[config.mk]
export PLATFORM = sky130hd
export DESIGN_NAME = ble4_lut4_cfg_flat
export DESIGN_NICKNAME = d
export VERILOG_FILES = /design/src/rtl/ble4_lut4_cfg_if.sv /design/src/rtl/ble4_lut4_cfg.sv /design/src/flat_wrapper.sv
export SDC_FILE = /design/constraint.sdc
export NUM_CORES = 1
export LEC_CHECK = 0
export ABC_AREA = 1
export CORE_AREA = 2 2 73 75
export CTS_CLUSTER_SIZE = 14
export DETAILED_ROUTE_END_ITERATION = 10
export DIE_AREA = 0 0 75 77
export REMOVE_ABC_BUFFERS = 1
export SYNTH_ARGS = -nofsm -noshare
export SYNTH_HDL_FRONTEND = slang
export SYNTH_SLANG_ARGS = --single-unit
[constraint.sdc]
create_clock -name clk -period 3.85 [get_ports clk]
set_input_delay 0.77 -clock clk [delete_from_list [all_inputs] [get_ports clk]]
set_output_delay 0.77 -clock clk [all_outputs]
set_load 0.02 [all_outputs]
[src/rtl/ble4_lut4_cfg_if.sv]
// ble4_lut4_cfg_if: serial configuration chain bundle for the BLE4 LUT stage.
// The master side (a bitstream loader or the previous tile) drives the load
// request and the serial data; the slave side (the LUT stage) reports load
// status and exposes its shift-register tail for daisy-chaining.
interface ble4_lut4_cfg_if;
    logic cfg_start;
    logic cfg_bit;
    logic cfg_bit_valid;
    logic cfg_busy;
    logic cfg_done;
    logic cfg_err;
    logic ccff_tail;

    modport master (
        output cfg_start,
        output cfg_bit,
        output cfg_bit_valid,
        input  cfg_busy,
        input  cfg_done,
        input  cfg_err,
        input  ccff_tail
    );

    modport slave (
        input  cfg_start,
        input  cfg_bit,
        input  cfg_bit_valid,
        output cfg_busy,
        output cfg_done,
        output cfg_err,
        output ccff_tail
    );
endinterface

[src/rtl/ble4_lut4_cfg.sv]
// ble4_lut4_cfg: configurable K-input LUT plus BLE output-mode bit.
// Configuration arrives serially (mode bit first, then truth-table bits from
// the top entry down to entry 0) into a shadow shift register and is copied
// into the live configuration in a single cycle, so the live function never
// shows a partially loaded bitstream.
// Optional feature macro: BLE4_CFG_PARITY_EN -- appends one even-parity bit
// to the bitstream; a failing load leaves the live function untouched and
// raises cfg_err.
module ble4_lut4_cfg #(
    parameter int LUT_K = 4
) (
    input  logic               clk,
    input  logic               reset,
    ble4_lut4_cfg_if.slave     cfg,
    input  logic [LUT_K-1:0]   lut_in,
    output logic               lut_out,
    input  logic               ff_Q,
    output logic               ble_out
);

    localparam int TT = 2 ** LUT_K;       // truth-table entries
    localparam int N  = TT + 1;           // stored chain length: mode + table
`ifdef BLE4_CFG_PARITY_EN
    localparam int L  = N + 1;            // accepted bits per load incl. parity
`else
    localparam int L  = N;                // accepted bits per load
`endif
    localparam int CW = $clog2(N + 1);

    localparam logic [CW-1:0] LAST_IDX = CW'(L - 1);
    localparam logic [CW-1:0] CNT_ONE  = CW'(1);

    typedef enum logic [1:0] {
        ST_IDLE   = 2'd0,
        ST_SHIFT  = 2'd1,
        ST_COMMIT = 2'd2,
        ST_DONE   = 2'd3
    } state_t;

    state_t          r_state;
    state_t          w_next_state;
    logic [CW-1:0]   r_cnt;
    logic [N-1:0]    r_sr;
    logic [N-1:0]    r_active;
    logic            r_busy;
    logic            r_done;

    logic            w_load_start;
    logic            w_accept;
    logic            w_store_bit;
    logic            w_commit;
    logic            w_reject;
    logic            w_par_fail;
    logic [TT-1:0]   w_table;
    logic            w_mode;

`ifdef BLE4_CFG_PARITY_EN
    logic            r_par;
    logic            r_err;

    // Running even-parity accumulator over every accepted bit.
    function automatic logic f_par_acc(input logic acc, input logic b);
        return acc ^ b;
    endfunction

    // The parity bit is the final accepted bit; it feeds the accumulator
    // only and never enters the shadow register.
    assign w_store_bit = (r_cnt != LAST_IDX);
    assign w_par_fail  = r_par;
`else
    assign w_store_bit = 1'b1;
    assign w_par_fail  = 1'b0;
`endif

    // Next-state and per-cycle load control decode.
    always_comb begin
        w_next_state = r_state;
        w_load_start = 1'b0;
        w_accept     = 1'b0;
        w_commit     = 1'b0;
        w_reject     = 1'b0;
        case (r_state)
            ST_IDLE, ST_DONE: begin
                if (cfg.cfg_start) begin
                    w_next_state = ST_SHIFT;
                    w_load_start = 1'b1;
                end else begin
                    w_next_state = r_state;
                end
            end
            ST_SHIFT: begin
                // cfg_start is deliberately not decoded here: a load in
                // progress cannot be restarted.
                if (cfg.cfg_bit_valid) begin
                    w_accept = 1'b1;
                    if (r_cnt == LAST_IDX) begin
                        w_next_state = ST_COMMIT;
                    end else begin
                        w_next_state = ST_SHIFT;
                    end
                end else begin
                    w_next_state = ST_SHIFT;
                end
            end
            ST_COMMIT: begin
                if (w_par_fail) begin
                    w_reject     = 1'b1;
                    w_next_state = ST_IDLE;
                end else begin
                    w_commit     = 1'b1;
                    w_next_state = ST_DONE;
                end
            end
            default: begin
                w_next_state = ST_IDLE;
            end
        endcase
    end

    // FSM state register.
    always_ff @(posedge clk or negedge reset) begin
        if (!reset) begin
            r_state <= ST_IDLE;
        end else begin
            r_state <= w_next_state;
        end
    end

    // Accepted-bit counter: cleared on a new request, stepped per accepted bit.
    always_ff @(posedge clk or negedge reset) begin
        if (!reset) begin
            r_cnt <= '0;
        end else if (w_load_start) begin
            r_cnt <= '0;
        end else if (w_accept) begin
            r_cnt <= r_cnt + CNT_ONE;
        end else begin
            r_cnt <= r_cnt;
        end
    end

    // Shadow shift register; not cleared on a new request so the tail keeps
    // presenting the chain contents to the downstream tile.
    always_ff @(posedge clk or negedge reset) begin
        if (!reset) begin
            r_sr <= '0;
        end else if (w_accept && w_store_bit) begin
            r_sr <= {r_sr[N-2:0], cfg.cfg_bit};
        end else begin
            r_sr <= r_sr;
        end
    end

    // Live configuration: changes only on a successful commit.
    always_ff @(posedge clk or negedge reset) begin
        if (!reset) begin
            r_active <= '0;
        end else if (w_commit) begin
            r_active <= r_sr;
        end else begin
            r_active <= r_active;
        end
    end

    // Busy flag, registered from the next state so it rises with the request.
    always_ff @(posedge clk or negedge reset) begin
        if (!reset) begin
            r_busy <= 1'b0;
        end else begin
            r_busy <= (w_next_state == ST_SHIFT) || (w_next_state == ST_COMMIT);
        end
    end

    // Done flag: dropped when a new load starts, raised on a good commit.
    always_ff @(posedge clk or negedge reset) begin
        if (!reset) begin
            r_done <= 1'b0;
        end else if (w_load_start) begin
            r_done <= 1'b0;
        end else if (w_commit) begin
            r_done <= 1'b1;
        end else begin
            r_done <= r_done;
        end
    end

`ifdef BLE4_CFG_PARITY_EN
    // Parity accumulator, restarted with every load request.
    always_ff @(posedge clk or negedge reset) begin
        if (!reset) begin
            r_par <= 1'b0;
        end else if (w_load_start) begin
            r_par <= 1'b0;
        end else if (w_accept) begin
            r_par <= f_par_acc(r_par, cfg.cfg_bit);
        end else begin
            r_par <= r_par;
        end
    end

    // Error flag: dropped when a new load starts, raised on a rejected commit.
    always_ff @(posedge clk or negedge reset) begin
        if (!reset) begin
            r_err <= 1'b0;
        end else if (w_load_start) begin
            r_err <= 1'b0;
        end else if (w_reject) begin
            r_err <= 1'b1;
        end else begin
            r_err <= r_err;
        end
    end

    assign cfg.cfg_err = r_err;
`else
    assign cfg.cfg_err = 1'b0;
`endif

    assign cfg.cfg_busy  = r_busy;
    assign cfg.cfg_done  = r_done;
    assign cfg.ccff_tail = r_sr[N-1];

    // The LUT path is combinational so the downstream flip-flop sees the new
    // select inputs in the same cycle.
    assign w_table = r_active[TT-1:0];
    assign w_mode  = r_active[N-1];
    assign lut_out = w_table[lut_in];
    assign ble_out = w_mode ? ff_Q : lut_out;

endmodule

[src/flat_wrapper.sv]
// flat-port wrapper written by rule: the top's interface ports become plain ports
module ble4_lut4_cfg_flat 
#(
    parameter int LUT_K = 4
)
  (clk, reset, lut_in, lut_out, ff_Q, ble_out, cfg_cfg_start, cfg_cfg_bit, cfg_cfg_bit_valid, cfg_cfg_busy, cfg_cfg_done, cfg_cfg_err, cfg_ccff_tail);
  ble4_lut4_cfg_if cfg_i ();
  input  logic clk;
  input  logic reset;
  input  logic [LUT_K-1:0] lut_in;
  output logic lut_out;
  input  logic ff_Q;
  output logic ble_out;
  input wire logic [$bits(cfg_i.cfg_start)-1:0] cfg_cfg_start;
  input wire logic [$bits(cfg_i.cfg_bit)-1:0] cfg_cfg_bit;
  input wire logic [$bits(cfg_i.cfg_bit_valid)-1:0] cfg_cfg_bit_valid;
  output wire logic [$bits(cfg_i.cfg_busy)-1:0] cfg_cfg_busy;
  output wire logic [$bits(cfg_i.cfg_done)-1:0] cfg_cfg_done;
  output wire logic [$bits(cfg_i.cfg_err)-1:0] cfg_cfg_err;
  output wire logic [$bits(cfg_i.ccff_tail)-1:0] cfg_ccff_tail;
  assign cfg_i.cfg_start = cfg_cfg_start;
  assign cfg_i.cfg_bit = cfg_cfg_bit;
  assign cfg_i.cfg_bit_valid = cfg_cfg_bit_valid;
  assign cfg_cfg_busy = cfg_i.cfg_busy;
  assign cfg_cfg_done = cfg_i.cfg_done;
  assign cfg_cfg_err = cfg_i.cfg_err;
  assign cfg_ccff_tail = cfg_i.ccff_tail;
  ble4_lut4_cfg #(.LUT_K(LUT_K)) u_core (.clk(clk), .reset(reset), .cfg(cfg_i), .lut_in(lut_in), .lut_out(lut_out), .ff_Q(ff_Q), .ble_out(ble_out));
endmodule
## Yosys cells after proc, flatten, opt, wreduce, memory -nomap -nowiden

Index checks and enable logic that the tools add are counted.

- Bits in registers: 43
- Memory bits (writable): 0
- Bits of input ports: 10
- Logic and storage cells: 35
- Bits in read-only memories: 0
- Output and inout port bits: 6
- Bits in latches: 0
- Memories: 0

- Multiplexer cells: 16
- Multipliers: 0
- Reductions and logical operators: 5
- Divide/modulo/power cells: 0
- Shifts and indexed selects: 0
- Bitwise gates (word level): 0
- Order comparisons: 1
- $add $sub $neg: 1
- Equal/unequal tests: 6

Operator list:

| cell | number |
|---|---|
| two-way mux 5 bit | 2 |
| two-way mux 1 bit | 9 |
| == test 2 bit, second input constant | 3 |
| two-way mux 2 bit | 3 |
| one-hot mux 2 bit (3 select lines) | 1 |
| adder 5 x 1 -> 5 bit, second input constant | 1 |
| == test 5 bit, second input constant | 1 |
| < comparator 4 x 5 -> 1 bit, second input constant | 1 |
| binary-select mux 1 bit (select 4 bit) | 1 |
| == test 2 x 1 -> 1 bit, second input constant | 2 |
| nonzero test 2 bit | 2 |
| logical NOT 2 bit | 1 |
| OR reduction 2 bit | 1 |
| logical OR 1 bit | 1 |

## Logic depth before layout (Yosys ltp)

- Depth in word-level cells: 6
- Mapped depth: 9
- Mapped depth without buffers: 8

## Worst setup path after synthesis

Ideal clock, no wire load.

- Path kind: input port to output port
- Start: input lut_in[0]
- End: output ble_out
- Data arrival time: 1.612 ns
- Buffers on the path: 1
- Required time: 3.080 ns
- Stages: 9
- Setup slack: 1.468 ns
- Cells stage by stage: buf_4 -> inv_4 -> nand2_1 -> nand3_1 -> nand3_1 -> nand3_1 -> nand2_1 -> nand2_1 -> nand2_1

- Word-level cells in the longest chain between the ends: 3

RTL lines:

| what | RTL line | source |
|---|---|---|
| from (decl) | flat_wrapper.sv:10 | `input logic [LUT_K-1:0] lut_in;` |
| binary-select mux 1 bit (select 4 bit) | ble4_lut4_cfg.sv:227 | `assign lut_out = w_table[lut_in];` |
| two-way mux 1 bit (not written as such) | ble4_lut4_cfg.sv:227 |  |
| via lut_out | flat_wrapper.sv:11 | `output logic lut_out;` |
| two-way mux 1 bit | ble4_lut4_cfg.sv:228 | `assign ble_out = w_mode ? ff_Q : lut_out;` |
| to (decl) | flat_wrapper.sv:13 | `output logic ble_out;` |

The timed path passes the listed nets, and every way through them passes these cells. The select of a mux whose other input is x is not followed.

## Worst setup path after layout

- Start: input lut_in[0]
- End: output ble_out

- Word-level cells in the longest chain between the ends: 3

RTL lines:

| what | RTL line |
|---|---|
| binary-select mux 1 bit (select 4 bit) | ble4_lut4_cfg.sv:227 |
| two-way mux 1 bit (not written as such) | ble4_lut4_cfg.sv:227 |
| two-way mux 1 bit | ble4_lut4_cfg.sv:228 |

No other way between the ends. The select of a mux whose other input is x is not followed.

==> flow_metrics.py <==
metrics = {
    "logic_synthesis": {
        "avgSynthCellArea_sq_um": 8.18,
        "muxShareOfSynthArea": 0,
        "synth_compound_area_frac": 0.0778,
        "synth_xor_area_frac": 0.00450,
        "synth-adder-area-share": 0.0257,
        "yosysWarningCount": 0,
        "synthCells": 238,
        "seq_area_frac_synth": 0.553,
        "synth_cell_type_count": 23,
        "ys_ff_latch": 43,
        "synth_top_family_by_area": "simple AND/OR/NAND/NOR gates",
        "netlist_area_sq_um": 1950,
        "synth-simple-area-share": 0.246,
    },
    "route": {
        "highest_layer": "met4",
        "via_per_inst": 4.49,
        "drt-total-wl_mm": 3.47,
        "vias": 1447,
        "ant_nets": 0,
        "m1WireLength_mm": 1.75,
        "drc": 0,
        "initialDrtViolationCount": 77,
        "routed-wl-met2_mm": 1.53,
        "dr.pass1.iters": 4,
        "dr_wl_met3_um": 121,
        "routedWlPerCell_um": 10.8,
    },
    "layout": {
        "syn2layout_area_growth_pct": 14.7,
        "insertedDiodeCount": 0,
        "final_cells": 322,
        "nNetsFinal": 265,
        "drive_above_1_share": 0.0675,
    },
    "grt": {
        "grt_pass1_wl_mm": 6.44,
        "grt_max_degree": 44,
        "grt_use_total": 0.145,
        "grt_pass1_vias": 1451,
        "overflow": 0,
        "antenna_found_initial": 0,
    },
    "floorplanning": {
        "coreArea_sq_um": 4980,
        "pin_count": 16,
        "die_y_um": 77,
        "rows": 26,
        "start_util": 0.391,
        "dieArea_sq_um": 5780,
        "die_x_um": 75,
    },
    "power": {
        "p_per_area_nw_per_um2": 701,
        "ir_worst_vdd_mv": 0.291,
        "power.leakage_nw": 1.13,
    },
    "timing": {
        "tightest_slew_ns": 0.948,
        "fin_crit_ns": 3.39,
        "rsz0062_at_grt": "no",
        "fin_setup_tns_ns": 0,
        "hold_viol_final": 0,
        "finalCritPeriodShare": 0.879,
        "slew_viol_final": 0,
        "fmax_ghz": 0.295,
        "slew_headroom": 0.368,
        "setup_viol_count_final": 0,
        "finClkSkew_ns": 0.00979,
    },
    "min_path": {
        "hold_start": "u_core.r_cnt[3]$_DFFE_PN0P_",
        "whs_endpoint": "u_core.r_cnt[3]$_DFFE_PN0P_",
        "worstHoldPathCells": 1,
        "min-delay-path-class": "flop to flop",
    },
    "place": {
        "gp_congestion": 0.875,
        "post-dp-hpwl_mm": 2.33,
        "numPortBuffers": 14,
        "placed_cells": 314,
    },
    "clocking": {
        "cts_resized": 0,
        "cts_setup_buffers": 0,
        "cts_tree": "built",
        "clkLatencyLatePin_ns": 0.29,
        "cts_buffers": 5,
        "postCtsHoldBufs": 0,
        "htree_num_levels": 2,
        "clock_tree.root_cell": "clkbuf_8",
        "cts.sinks": 43,
        "path_clk_slew_ns": 0.08,
        "cts_max_path_buffers": 2,
    },
    "flow_run": {
        "cap_violations": 0,
    },
    "setup_path": {
        "critical_path_arrival_ns": 2.62,
        "reg2reg_depth": 9,
        "worstPathMaxFanout": 9,
        "cp-start-kind": "input pin",
        "cp-startpoint": "lut_in[0]",
        "critPathKind": "input pin to output pin",
        "required_ns": 3.08,
        "cp-end-kind": "output pin",
        "regToRegStartpoint": "u_core.r_state[1]$_DFF_PN0_",
        "r2r_slack_ns": 2.06,
        "r2r_end": "u_core.r_cnt[3]$_DFFE_PN0P_",
    },
    "status": {
        "status": "completed",
    },
}
==> how the worst max path moves through the flow <==
stage	to	slack [ns]	depth (start not counted)
detailed placement	ble_out	0.47	10
global placement	ble_out	0.50	10
CTS	ble_out	0.46	10
global route	ble_out	0.30	10
finish	ble_out	0.46	10
floorplan	ble_out	1.60	7
==> sequential cells by signal (all words and copies together) (netlist names) <==
name,cells
u_core.r_cnt,5
u_core.cfg.cfg_busy,1
u_core.r_sr,17
u_core.r_active,17
u_core.r_state,2
u_core.cfg.cfg_done,1
==> report_power, final <==
part	leakage [nW]	internal (mW)	switching, mW
registers	0.573	0.630	0.0923
logic	0.503	0.198	0.332
clock network	0.0505	0.163	0.149
total	1.13	0.991	0.573
==> metal layers <==
metal,GRT usage,vias up
met3,0.0329,7
met1,0.204,668
li1,-,752
met2,0.208,20
met5,0,-
met4,0.0696,0
==> worst max-delay path: stages <==
cell,delay [ns]
clkdlybuf4s50_1,0.67
inv_4,0.10
nand2_1,0.08
nand3_1,0.06
nand3_1,0.08
nand3_1,0.07
nand2_1,0.09
nand2_1,0.05
nand2_1,0.05
clkdlybuf4s50_1,0.59
==> stage by stage <==
stage	hold WS [ns]	area (sq um)	setup slack, ns	power [mW]	util
floorplan	0.433	1890	1.60	1.09	-
global placement	0.452	2130	0.499	1.25	0.428
detailed placement	0.453	2130	0.472	1.27	0.428
CTS	0.465	2230	0.463	1.59	0.448
global route	0.511	2230	0.302	1.72	0.448
finish	0.460	2230	0.464	1.56	0.448
==> synth_stat cells <==
master	number	area, sq um
nor3_1	1	5.00
nand3_2	1	10.0
o21ai_0	20	100
a211oi_1	1	7.51
buf_2	3	15.0
nand3_1	15	75.1
ha_1	4	50.1
conb_1	1	3.75
nor2_2	1	6.26
nand2_1	93	349
a21oi_2	1	8.76
xnor2_1	1	8.76
a21oi_1	4	20.0
nor2_1	6	22.5
inv_1	30	113
o21ai_1	3	15.0
clkbuf_1	4	15.0
dfrtp_1	43	1080
inv_4	1	6.26
inv_2	1	3.75
buf_6	1	11.3
nor3_2	1	10.0
buf_4	2	15.0
==> cell families after synthesis <==
| logic type | after synthesis |
|---|---|
| other cells | 1 |
| compound gates | 29 |
| buf+inv | 42 |
| simple gates | 118 |
| xor+xnor | 1 |
| fa+ha+maj | 4 |
| flops | 43 |
==> final cells by class <==
cell class / count / area, sq um
fill: 487 / 2750
sequential: 43 / 1080
multi-input combinational: 153 / 692
timing repair buffer: 16 / 150
inverter: 32 / 123
clock buffer: 7 / 96.3
tap: 70 / 87.6
clock inverter: 1 / 7.51
==> placed cells by master (no fill, tap or decap), drive strengths merged <==
master and instances:
clkinvlp 1, nand2 93, dfrtp 43, a21oi 5, o21ai 23, clkdlybuf4s50 13
nor2 7, clkbuf 7, inv 32, conb 1, buf 3, nor3 2
xnor2 1, nand3 16, a211oi 1, ha 4
No activity file was read; power rests on OpenSTA's default activity.
